**src/rtl/i_fetch_pkg.sv**
```systemverilog
// i_fetch_pkg: shared constants, FSM state and prefetch entry type for the fetch stage.
package i_fetch_pkg;
    localparam int WORD_W = 32;
    localparam logic [WORD_W-1:0] IF_RESET_PC  = 32'h0000_0000;
    localparam logic [WORD_W-1:0] IF_NOP_INSTR = 32'h5400_0000;
    typedef enum logic [1:0] {IDLE, REQ, SQUASH} fetch_state_e;
    typedef struct packed {
        logic [WORD_W-1:0] instr;
        logic [WORD_W-1:0] pc_plus_four;
    } fifo_entry_t;
endpackage

```
**src/rtl/i_fetch_if.sv**
```systemverilog
// i_fetch_if: instruction-memory request/ready handshake between fetch (master) and memory (slave).
interface i_fetch_if;
    import i_fetch_pkg::*;
    logic              req;
    logic [WORD_W-1:0] addr;
    logic              ready;
    logic [WORD_W-1:0] data;
    modport master(output req, addr, input ready, data);
    modport slave(input req, addr, output ready, data);
endinterface

```
**src/rtl/i_fetch_fifo.sv**
```systemverilog
// fetch_fifo: prefetch FIFO of {instr, pc_plus_four} entries with push/pop/flush.
module fetch_fifo
    import i_fetch_pkg::*;
#(
    parameter int DEPTH = 2
) (
    input  logic                       clk,
    input  logic                       rst,
    input  logic                       push,
    input  logic                       pop,
    input  logic                       flush,
    input  fifo_entry_t                din,
    output fifo_entry_t                dout,
    output logic [$clog2(DEPTH):0]     count,
    output logic                       full,
    output logic                       empty
);
    localparam int PW = $clog2(DEPTH);
    localparam int CW = PW + 1;
    fifo_entry_t   mem_q [DEPTH];
    logic [PW-1:0] wr_q, wr_d, rd_q, rd_d;
    logic [CW-1:0] cnt_q, cnt_d;
    always_comb begin
        wr_d  = flush ? '0 : wr_q + PW'(push);
        rd_d  = flush ? '0 : rd_q + PW'(pop);
        cnt_d = flush ? '0 : cnt_q + CW'(push) - CW'(pop);
    end
    always_ff @(posedge clk or posedge rst) begin
        if (rst) begin
            wr_q  <= '0;
            rd_q  <= '0;
            cnt_q <= '0;
        end else begin
            wr_q  <= wr_d;
            rd_q  <= rd_d;
            cnt_q <= cnt_d;
        end
    end
    // Storage needs no reset: the count alone decides which entries are live.
    always_ff @(posedge clk) begin
        if (push && !flush) mem_q[wr_q] <= din;
    end
    assign dout  = mem_q[rd_q];
    assign count = cnt_q;
    assign full  = cnt_q == CW'(DEPTH);
    assign empty = cnt_q == '0;
endmodule

```
**src/rtl/i_fetch.sv**
```systemverilog
// i_fetch: PC, imem fetch FSM, prefetch FIFO and IF/ID register feeding i_decode.
// Optional IF_PERF_CNT_EN adds fetch_count/bubble_count outputs.
module i_fetch
    import i_fetch_pkg::*;
#(
    parameter logic [WORD_W-1:0] RESET_PC   = IF_RESET_PC,
    parameter logic [WORD_W-1:0] NOP_INSTR  = IF_NOP_INSTR,
    parameter int                FIFO_DEPTH = 2
) (
    input  logic              clk,
    input  logic              rst,
    input  logic              stall,
    input  logic              redirect,
    input  logic [WORD_W-1:0] target,
    i_fetch_if.master         imem,
    output logic [WORD_W-1:0] instruction,
    output logic [WORD_W-1:0] pc_plus_four,
    output logic              if_valid
`ifdef IF_PERF_CNT_EN
    ,
    output logic [WORD_W-1:0] fetch_count,
    output logic [WORD_W-1:0] bubble_count
`endif
);
    localparam int CW = $clog2(FIFO_DEPTH) + 1;
    localparam logic [CW-1:0] DEPTH_C = CW'(FIFO_DEPTH);
    fetch_state_e      state_q, state_d;
    logic [WORD_W-1:0] pc_q, pc_d, addr_q, addr_d;
    logic [WORD_W-1:0] instr_q, instr_d, ppf_q, ppf_d;
    logic              valid_q, valid_d;
    logic              push, pop, full, empty;
    logic [CW-1:0]     fifo_cnt;
    fifo_entry_t       head, entry;
    assign push  = state_q == REQ && imem.ready && !redirect;
    assign pop   = !stall && !redirect && !empty;
    assign entry = '{instr: imem.data, pc_plus_four: pc_q + 32'd4};
    fetch_fifo #(.DEPTH(FIFO_DEPTH)) u_fifo (
        .clk(clk), .rst(rst), .push(push), .pop(pop), .flush(redirect),
        .din(entry), .dout(head), .count(fifo_cnt), .full(full), .empty(empty)
    );
    // SQUASH keeps presenting the abandoned address while pc already holds the target.
    assign imem.req  = state_q != IDLE;
    assign imem.addr = state_q == SQUASH ? addr_q : pc_q;
    always_comb begin
        state_d = state_q;
        addr_d  = addr_q;
        pc_d    = redirect ? (target & ~32'd3) : push ? pc_q + 32'd4 : pc_q;
        case (state_q)
            IDLE:    state_d = full ? IDLE : REQ;
            REQ:     begin
                if (imem.ready)
                    state_d = (redirect || (fifo_cnt + CW'(push) - CW'(pop)) < DEPTH_C) ? REQ : IDLE;
                else if (redirect) begin
                    state_d = SQUASH;
                    addr_d  = pc_q;
                end
            end
            SQUASH:  state_d = imem.ready ? REQ : SQUASH;
            default: state_d = IDLE;
        endcase
    end
    always_comb begin
        instr_d = stall ? instr_q : pop ? head.instr : NOP_INSTR;
        ppf_d   = pop ? head.pc_plus_four : ppf_q;
        valid_d = stall ? valid_q : pop;
    end
    always_ff @(posedge clk or posedge rst) begin
        if (rst) begin
            state_q <= IDLE;
            pc_q    <= RESET_PC;
            addr_q  <= RESET_PC;
            instr_q <= NOP_INSTR;
            ppf_q   <= RESET_PC;
            valid_q <= 1'b0;
        end else begin
            state_q <= state_d;
            pc_q    <= pc_d;
            addr_q  <= addr_d;
            instr_q <= instr_d;
            ppf_q   <= ppf_d;
            valid_q <= valid_d;
        end
    end
    assign instruction  = instr_q;
    assign pc_plus_four = ppf_q;
    assign if_valid     = valid_q;
`ifdef IF_PERF_CNT_EN
    logic [WORD_W-1:0] fetch_cnt_q, fetch_cnt_d, bubble_cnt_q, bubble_cnt_d;
    always_comb begin
        fetch_cnt_d  = fetch_cnt_q + 32'(push);
        bubble_cnt_d = bubble_cnt_q + 32'(!stall && !pop);
    end
    always_ff @(posedge clk or posedge rst) begin
        if (rst) begin
            fetch_cnt_q  <= '0;
            bubble_cnt_q <= '0;
        end else begin
            fetch_cnt_q  <= fetch_cnt_d;
            bubble_cnt_q <= bubble_cnt_d;
        end
    end
    assign fetch_count  = fetch_cnt_q;
    assign bubble_count = bubble_cnt_q;
`endif
endmodule
```
**src/flat_wrapper.sv**
```systemverilog
// flat-port wrapper written by rule: the top's interface ports become plain ports
module i_fetch_flat import i_fetch_pkg::*;
#(
    parameter logic [WORD_W-1:0] RESET_PC   = IF_RESET_PC,
    parameter logic [WORD_W-1:0] NOP_INSTR  = IF_NOP_INSTR,
    parameter int                FIFO_DEPTH = 2
)
  (clk, rst, stall, redirect, target, instruction, pc_plus_four, if_valid, imem_req, imem_addr, imem_ready, imem_data);
  i_fetch_if imem_i ();
  input  logic clk;
  input  logic rst;
  input  logic stall;
  input  logic redirect;
  input  logic [WORD_W-1:0] target;
  output logic [WORD_W-1:0] instruction;
  output logic [WORD_W-1:0] pc_plus_four;
  output logic if_valid;
  output wire logic [$bits(imem_i.req)-1:0] imem_req;
  output wire logic [$bits(imem_i.addr)-1:0] imem_addr;
  input wire logic [$bits(imem_i.ready)-1:0] imem_ready;
  input wire logic [$bits(imem_i.data)-1:0] imem_data;
  assign imem_req = imem_i.req;
  assign imem_addr = imem_i.addr;
  assign imem_i.ready = imem_ready;
  assign imem_i.data = imem_data;
  i_fetch #(.RESET_PC(RESET_PC), .NOP_INSTR(NOP_INSTR), .FIFO_DEPTH(FIFO_DEPTH)) u_core (.clk(clk), .rst(rst), .stall(stall), .redirect(redirect), .target(target), .imem(imem_i), .instruction(instruction), .pc_plus_four(pc_plus_four), .if_valid(if_valid));
endmodule
```
**config.mk**
```make
export PLATFORM = sky130hd
export DESIGN_NAME = i_fetch_flat
export DESIGN_NICKNAME = d
export VERILOG_FILES = /design/src/rtl/i_fetch_pkg.sv /design/src/rtl/i_fetch_if.sv /design/src/rtl/i_fetch_fifo.sv /design/src/rtl/i_fetch.sv /design/src/flat_wrapper.sv
export SDC_FILE = /design/constraint.sdc
export NUM_CORES = 1
export LEC_CHECK = 0
export ABC_AREA = 0
export CAP_MARGIN = 0
export CELL_PAD_IN_SITES_DETAIL_PLACEMENT = 0
export CELL_PAD_IN_SITES_GLOBAL_PLACEMENT = 1
export CORE_MARGIN = 4
export CORE_UTILIZATION = 30
export CTS_CLUSTER_DIAMETER = 60
export DETAILED_ROUTE_END_ITERATION = 7
export PLACE_DENSITY_LB_ADDON = 0.1
export SYNTH_ARGS = -nofsm -noshare
export SYNTH_HDL_FRONTEND = slang
export SYNTH_HIERARCHICAL = 1
export SYNTH_SLANG_ARGS = --single-unit
```
**constraint.sdc**
```tcl
create_clock -name clk -period 6.9 [get_ports clk]
set_clock_uncertainty 0.15 [all_clocks]
set_input_delay 0.69 -clock clk [delete_from_list [all_inputs] [get_ports clk]]
set_output_delay 0.69 -clock clk [all_outputs]
set_load 0.005 [all_outputs]
```
==> results summary, run 1 <==
The flow ran to the end, and the final reports show no timing, DRC or antenna violations. The most used flip-flop cell after synthesis is sky130_fd_sc_hd__edfxtp_1. Gates resized during post-CTS repair numbered 0. The wire length after detailed routing came out at 28500 um. The multi-input gate area in the final layout came out at 3845 sq um.

The HPWL after detailed placement is 17920 um. The final route contains 7075 vias. The total of buffers placed on input and output ports is 162. The initial antenna violation count came out at 0. The CTS buffer count is 34. The worst voltage drop across the vdd grid is 0.0001354 V.

In this run the tightest slew margin relative to its limit is 0.2539. STA classifies the critical path endpoint as a register. Counting every sink on the clock net gives 259. The count of flip-flops with a built-in enable after synthesis came out at 128. The number of standard cells in the layout, taps in and fillers out came out at 1525. The final-stage net count is 1069. The remaining global-route overflow is 0. The floorplan core area is 36870 sq um. The Yosys step of the flow raised 6 warnings. The number of global-route vias before repair came out at 7215. The cell type of the slowest stage on the worst timing path is sky130_fd_sc_hd__and3b_2.

The register clock-pin slew on the reported worst setup and hold paths is 0.06 ns. The library cell used most frequently in the layout, excluding fill and tap cells, is sky130_fd_sc_hd__clkdlybuf4s50_1. In the finished design, the share of the clock period the worst path needs comes to 0.5389. The total power draw came out at 0.004802 W. Of the cells placed in the final design, the portion with a size suffix greater than 1 is 0.1890. The max-slew violation count came to 0. The minimum period implied by the final worst setup slack is 3.718 ns. In this run the remaining antenna-violating nets after routing total 0. The total global-route track usage came out at 0.1378.

The pin count of the biggest net entering global routing is 68. The data arrival at the endpoint of the critical path is 3.70 ns. The average via count per standard cell came out at 4.639. The number of iterations in the first detailed-routing pass is 4. The count of hold buffers inserted by post-cts repair is 0. Clock tree synthesis selected as its root buffer the cell sky130_fd_sc_hd__clkbuf_16. STA classifies the critical path startpoint as a primary input.

The maximum fanout along the worst path is 35. Counting tap cells, the placed design contains a total of 1464 instances. The post-synthesis register bit count is 259. The tool flagged a number of max-cap violations equal to 0. The number of buffers on the longest clock path came out at 3. Setup repair after global routing left no endpoint under its margin.

In the final routed layout, each cell accounts on average for 18.69 um. The part of the Yosys area used for sequential elements is 0.6317. The die outline width came out at 201.9 um. The number of fillers in the final layout is 3507.

The class of the tightest hold or removal check is register to register. The number of top-level pins is 167. In the layout the commonest cells are sky130_fd_sc_hd__clkdlybuf4s50_1, sky130_fd_sc_hd__nand2_1, sky130_fd_sc_hd__edfxtp_1.

The worst setup path is of the primary input to register kind. At the later pin of the worst-skew pair, clock insertion delay measures 0.50 ns. The die covers 40770 sq um. The leakage power is 5.562 nW. The mean instance size in the synthesized netlist came out at 13.35 sq um.

The required time of the critical path came out at 6.89 ns. The gate count of the mapped netlist came out at 845. The hold violation count in the final report came out at 0. The number of endpoints failing setup at the final stage came out at 0.

The congestion estimate from routability-driven global placement came to 0.7101. The row count came out at 70. The actual slew at the worst max-slew pin is 1.117 ns.

The ratio of total power to cell area came out at 332.3 nW/um^2. 0 antenna diodes ended up in the layout. The first global-routing pass estimated 44370 um of wire.

The longest individual stage delay on the worst path is 0.89 ns. Walking the worst path, the cells encountered are clkdlybuf4s50_1 -> nand3b_1 -> nor2_1 -> and3b_2 -> buf_4. In the final layout, flip-flops and latches occupy 7129 sq um. Once the clock tree was built, the setup fixing pass inserted 0 buffers.

TritonCTS built the clock tree. After detailed routing, the number of remaining DRC violations is 0. The fraction of registers with async set or reset after synthesis came out at 0.5058.

The H-tree depth is 2. The final core utilization came out at 0.3919. The effective utilization at floorplan is 0.3059. The detailed router's first-iteration violation count came out at 267. The distinct cell type count after synthesis is 45. The die height is 201.9 um. The summed negative setup slack over all endpoints came out at 0 ns. Summing every instance area after synthesis gives 11280 sq um. The layout-stage area growth over the synthesis result is 28.10%. The upper clock frequency limit came out at 0.2689 GHz.
==> cell usage after synthesis, types with 10 or more instances <==
cell type | count | share of area
sky130_fd_sc_hd__nand2_1 | 140 | 0.047
sky130_fd_sc_hd__dfrtp_1 | 128 | 0.28
sky130_fd_sc_hd__edfxtp_1 | 128 | 0.34
sky130_fd_sc_hd__mux2_2 | 69 | 0.069
sky130_fd_sc_hd__mux2_4 | 50 | 0.067
sky130_fd_sc_hd__clkbuf_1 | 39 | 0.013
sky130_fd_sc_hd__nor2_1 | 32 | 0.011
sky130_fd_sc_hd__a22o_1 | 29 | 0.023
sky130_fd_sc_hd__or4_1 | 27 | 0.018
sky130_fd_sc_hd__xnor2_1 | 22 | 0.017
sky130_fd_sc_hd__nand3_1 | 18 | 0.0080
sky130_fd_sc_hd__o21ai_0 | 17 | 0.0075
sky130_fd_sc_hd__xor2_1 | 17 | 0.013
sky130_fd_sc_hd__a31oi_1 | 14 | 0.0078
sky130_fd_sc_hd__inv_1 | 14 | 0.0047
sky130_fd_sc_hd__o31ai_1 | 12 | 0.0080
sky130_fd_sc_hd__buf_2 | 10 | 0.0044
sky130_fd_sc_hd__nor3_1 | 10 | 0.0044
==> stage by stage <==
step | instance area [sq um] | hold slack, ns | setup WS [ns]
detailed placement | 13350 | 0.3029 | 2.577
global placement | 13350 | 0.3019 | 2.658
CTS | 14450 | 0.3120 | 3.099
global route | 14450 | 0.3292 | 2.888
finish | 14450 | 0.3097 | 3.182
floorplan | 11300 | 0.3034 | 2.276
==> registers in the layout (all words and copies together) (netlist names) <==
signal and flops:
u_core/addr_q 30, u_core/if_valid 1, u_core/instruction 32, u_core/pc_plus_four 32, u_core/pc_q 30, u_core/state_q 2, u_core/u_fifo/count 2, u_core/u_fifo/mem_q 128
u_core/u_fifo/rd_q 1, u_core/u_fifo/wr_q 1
==> kinds of logic (layout without fill, tap and decap cells) <==
family / after synthesis / in the layout / share of synthesized area
compound gates: 84 / 84 / 0.05302
fa+ha+maj: 4 / 4 / 0.004437
mux: 120 / 120 / 0.1363
buf+inv: 76 / 247 / 0.03128
simple gates: 260 / 260 / 0.1086
xor+xnor: 41 / 41 / 0.03428
other cells: 1 / 6 / 0.0003325
flops: 259 / 259 / 0.6317
==> area by class of cell <==
cell class / count / area share
Clock inverter: 16 / 0.01030
Clock buffer: 45 / 0.06599
Inverter: 16 / 0.004503
Timing Repair Buffer: 170 / 0.1160
Sequential cell: 259 / 0.4934
Tap cell: 504 / 0.04364
Multi-Input combinational cell: 515 / 0.2661
==> critical path, delay by kind of cell <==
kind	cells	cell delay, ns
buffers and inverters	2	1.08
AND/OR/NAND/NOR	3	1.88
==> final timing paths <==
kind                       slack, ns  cells past startpoint                    from                    endpoint
max                             3.18                      5              imem_ready  u_core/u_fifo/mem_q[1][49]
min                             0.31                      2  u_core/instruction[30]      u_core/instruction[30]
max reg2reg                     3.42                      4       u_core/state_q[1]  u_core/u_fifo/mem_q[1][49]
min reg2reg                     0.31                      2  u_core/instruction[30]      u_core/instruction[30]
max in group asynchronous       4.63                      3                     rst           u_core/addr_q[28]
min in group asynchronous       0.44                      2                     rst      u_core/u_fifo/count[1]
==> report_power, final <==
group	total (W)	internal (W)	switching, W
Combinational	0.00101	0.000597	0.000417
Clock	0.00171	0.00105	0.000657
Sequential	0.00208	0.00190	0.000177
==> routing by layer <==
metal | up-vias | routed length [um] | track usage
met2 | 164 | 13040 | 0.2194
met1 | 3512 | 13770 | 0.1963
met4 | 0 | 537 | 0.03394
met3 | 38 | 1146 | 0.02423
met5 | - | 0 | 0
li1 | 3361 | - | -
Note: power is estimated with default switching activity, not from simulation.
==> run 2, diff against run 1 <==
clock period = 3.45 ns   (was 6.9 ns; I/O delays follow)
==> run 2 against run 1 <==
Final cell count grew 1.2%. Power grew 110%. Die area is the same. Non-clock buffer count grew 16. Clock power grew 130%. Utilization grew 1.0 points. Sequential power grew 100%. Critical path type is now register to output pin. Critical endpoint is now imem_addr[24]. Largest cell class unchanged. Highest routed layer is now met5.
==> results summary, run 2 (synthesized netlist as in run 1, its figures left out) <==
The slowest stage of the critical path is the sky130_fd_sc_hd__clkdlybuf4s50_1 cell. The number of iterations in the first detailed-routing pass is 6. The share of the clock period used by the worst path is 0.8592. The number of fillers in the final layout came out at 3553.

The post-place instance area came out at 13560 sq um. In this run the count of I/O pins placed on the die edge is 167. Entering global routing, the biggest net connects 63 pins. The clock network latency to the later pin of the worst-skew pair came out at 0.50 ns. In this run the clock root is driven by a sky130_fd_sc_hd__clkbuf_16. Setup total negative slack on the finished layout was measured at 0 ns. The initial utilization of the core area, before any placement, comes to 0.3059. In the global route stage, met1 resource usage came out at 0.1949.

Routability-driven placement finished with a final weighted congestion of 0.7385. The fraction of final layout cells sized beyond drive strength 1 is 0.2029. The row count came out at 70. Dividing the detail-routed wire length by the instance count gives 18.61 um. The remaining number of nets flagged by the antenna check after routing came out at 0. The max-slew headroom at the worst pin came out at 0.4661.

The wire length after detailed routing is 28730 um. The overall die area came out at 40770 sq um. The net count of the finished layout is 1087. The average via count per standard cell is 4.605.

The minimum period implied by the final worst setup slack is 2.964 ns. The total of buffers placed on input and output ports came out at 162. Before CTS, the worst setup slack after placement is 0.5078 ns. For met2 alone, demand over resource in global routing was 0.2215.

The kind of cell adding the most delay to the critical path is buffers and inverters. The CTS tree is done. The flow ran to the end, and the final reports show no timing, DRC or antenna violations. Based on the critical path, the design can be clocked at up to 0.3374 GHz.

The number of inserted diodes came out at 0. The max-capacitance violation count came out at 0. In this run the worst hold path is classified as primary input to register. The met3 routing resource usage after global routing came out at 0.03177.

At the pin with the least slew margin, the transition time is 0.8009 ns. The critical path launch point type is a register. The detailed placer's ending HPWL is 18780 um. The DRC violation count after routing came out at 0. The required time of the critical path came out at 2.95 ns. The global-route wire length before repair came out at 44750 um. The finished layout holds 1544 standard cells, fillers aside. The hold violation count in the final report came out at 0.

Setup repair after global routing left no endpoint under its margin. The longest individual stage delay on the worst path came out at 0.47 ns. The placed instance count came out at 1479.

Walking the worst path, the cells encountered are nor2b_4 -> buf_12 -> mux2_2 -> clkdlybuf4s50_1. The critical path contains buffers and inverters numbering 2 combined. The die height is 201.9 um. The floorplan core area is 36870 sq um.

The path type of the worst setup path is register to output pin. The max-slew violation count came to 0. In this run the register-to-register setup slack is 0.71 ns. The most common cell after layout, fill and taps aside is sky130_fd_sc_hd__clkdlybuf4s50_1.

No sink is reached through more buffers than the 3 on the longest clock path. The layout-stage area growth over the synthesis result is 31.46%. The count of vias placed by the detailed router came out at 7110. The die outline width came out at 201.9 um. The H-tree depth came out at 2.

The number of endpoints failing setup at the final stage came out at 0. Power spread over the standard cell area amounts to 680.9 nW/um^2. Leaving out fill and tap cells, the most frequent cells in the layout are sky130_fd_sc_hd__clkdlybuf4s50_1, sky130_fd_sc_hd__nand2_1, sky130_fd_sc_hd__edfxtp_1. The final instance area is 14830 sq um. Of all nets on the critical path, the largest fanout is 27. In the post-route analysis, the smallest setup slack over all paths is 0.4858 ns.

The worst setup path is captured at an output pin. The total global-route track usage is 0.1396. The clock sink count is 259.

Registers take 7129 sq um. The multi-input gate area in the final layout came out at 3847 sq um. The initial antenna violation count is 1. The flip-flop count of the largest register after layout came out at 128. The worst voltage drop across the vdd grid is 0.0003731 V. The CTS buffer count is 36.

The register clock-pin slew on the reported worst setup and hold paths is 0.06 ns. The register ranked first by flip-flop count is u_core/u_fifo/mem_q. The detailed router's first-iteration violation count is 355. The number of global-route vias before repair came out at 7406. After global routing, the most crowded layer is met2. The remaining global-route overflow came out at 0.

The data arrival at the endpoint of the critical path is 2.47 ns. For this design the static power due to leakage is 5.742 nW.
[run 2: power by group]
| group | total, W | internal, W | switching (W) |
|---|---|---|---|
| Sequential | 0.00416 | 0.00380 | 0.000357 |
| Clock | 0.00389 | 0.00255 | 0.00133 |
| Combinational | 0.00205 | 0.00123 | 0.000820 |
[run 2: path summary, 6_finish.rpt]
check,end,cells after the start,start
min in group asynchronous,u_core/u_fifo/count[0],3,rst
setup / recovery,imem_addr[24],4,u_core/state_q[1]
max in group asynchronous,u_core/addr_q[11],4,rst
setup reg to reg,u_core/pc_q[28],5,u_core/pc_q[2]
hold reg to reg,u_core/instruction[28],2,u_core/instruction[28]
hold / removal,u_core/u_fifo/wr_q,2,redirect
[run 2: final cells by class]
class / instances / area share
sequential: 259 / 0.4808
multi-input combinational: 515 / 0.2595
timing repair buffer: 186 / 0.1281
clock buffer: 48 / 0.06725
tap: 504 / 0.04253
clock inverter: 16 / 0.01755
inverter: 16 / 0.004303
[run 2: per-layer routing]
| metal | wire (um) | up-vias |
|---|---|---|
| li1 | - | 3388 |
| met2 | 13160 | 168 |
| met4 | 564 | 2 |
| met3 | 1546 | 40 |
| met1 | 13450 | 3512 |
| met5 | 13 | - |
[run 2: what timing repair did]
action / in CTS / in global routing
hold buffers: 1 / 0
gates resized for setup: 0 / 0
buffers inserted: 0 / 0
setup endpoints to repair: 0 / 0
endpoints found under the hold margin: 4 / 0
[run 2: through the flow]
step / util / hold slack, ns / power (W)
2_1_floorplan: - / -0.03892 / 0.005190
3_3_place_gp: 0.3678 / 0.3029 / 0.006296
3_5_place_dp: 0.3678 / 0.3070 / 0.006325
4_1_cts: 0.4021 / 0.1598 / 0.01030
5_1_grt: 0.4021 / 0.2126 / 0.01065
6_report: 0.4021 / 0.1653 / 0.01010
[run 2: worst reg2reg max path, delay by kind of cell, from the launching register on]
kind,cells,cell delay [ns]
fa+ha+maj,1,0.24
simple gates,3,1.64
flops,1,0.45
compound gates,1,0.19
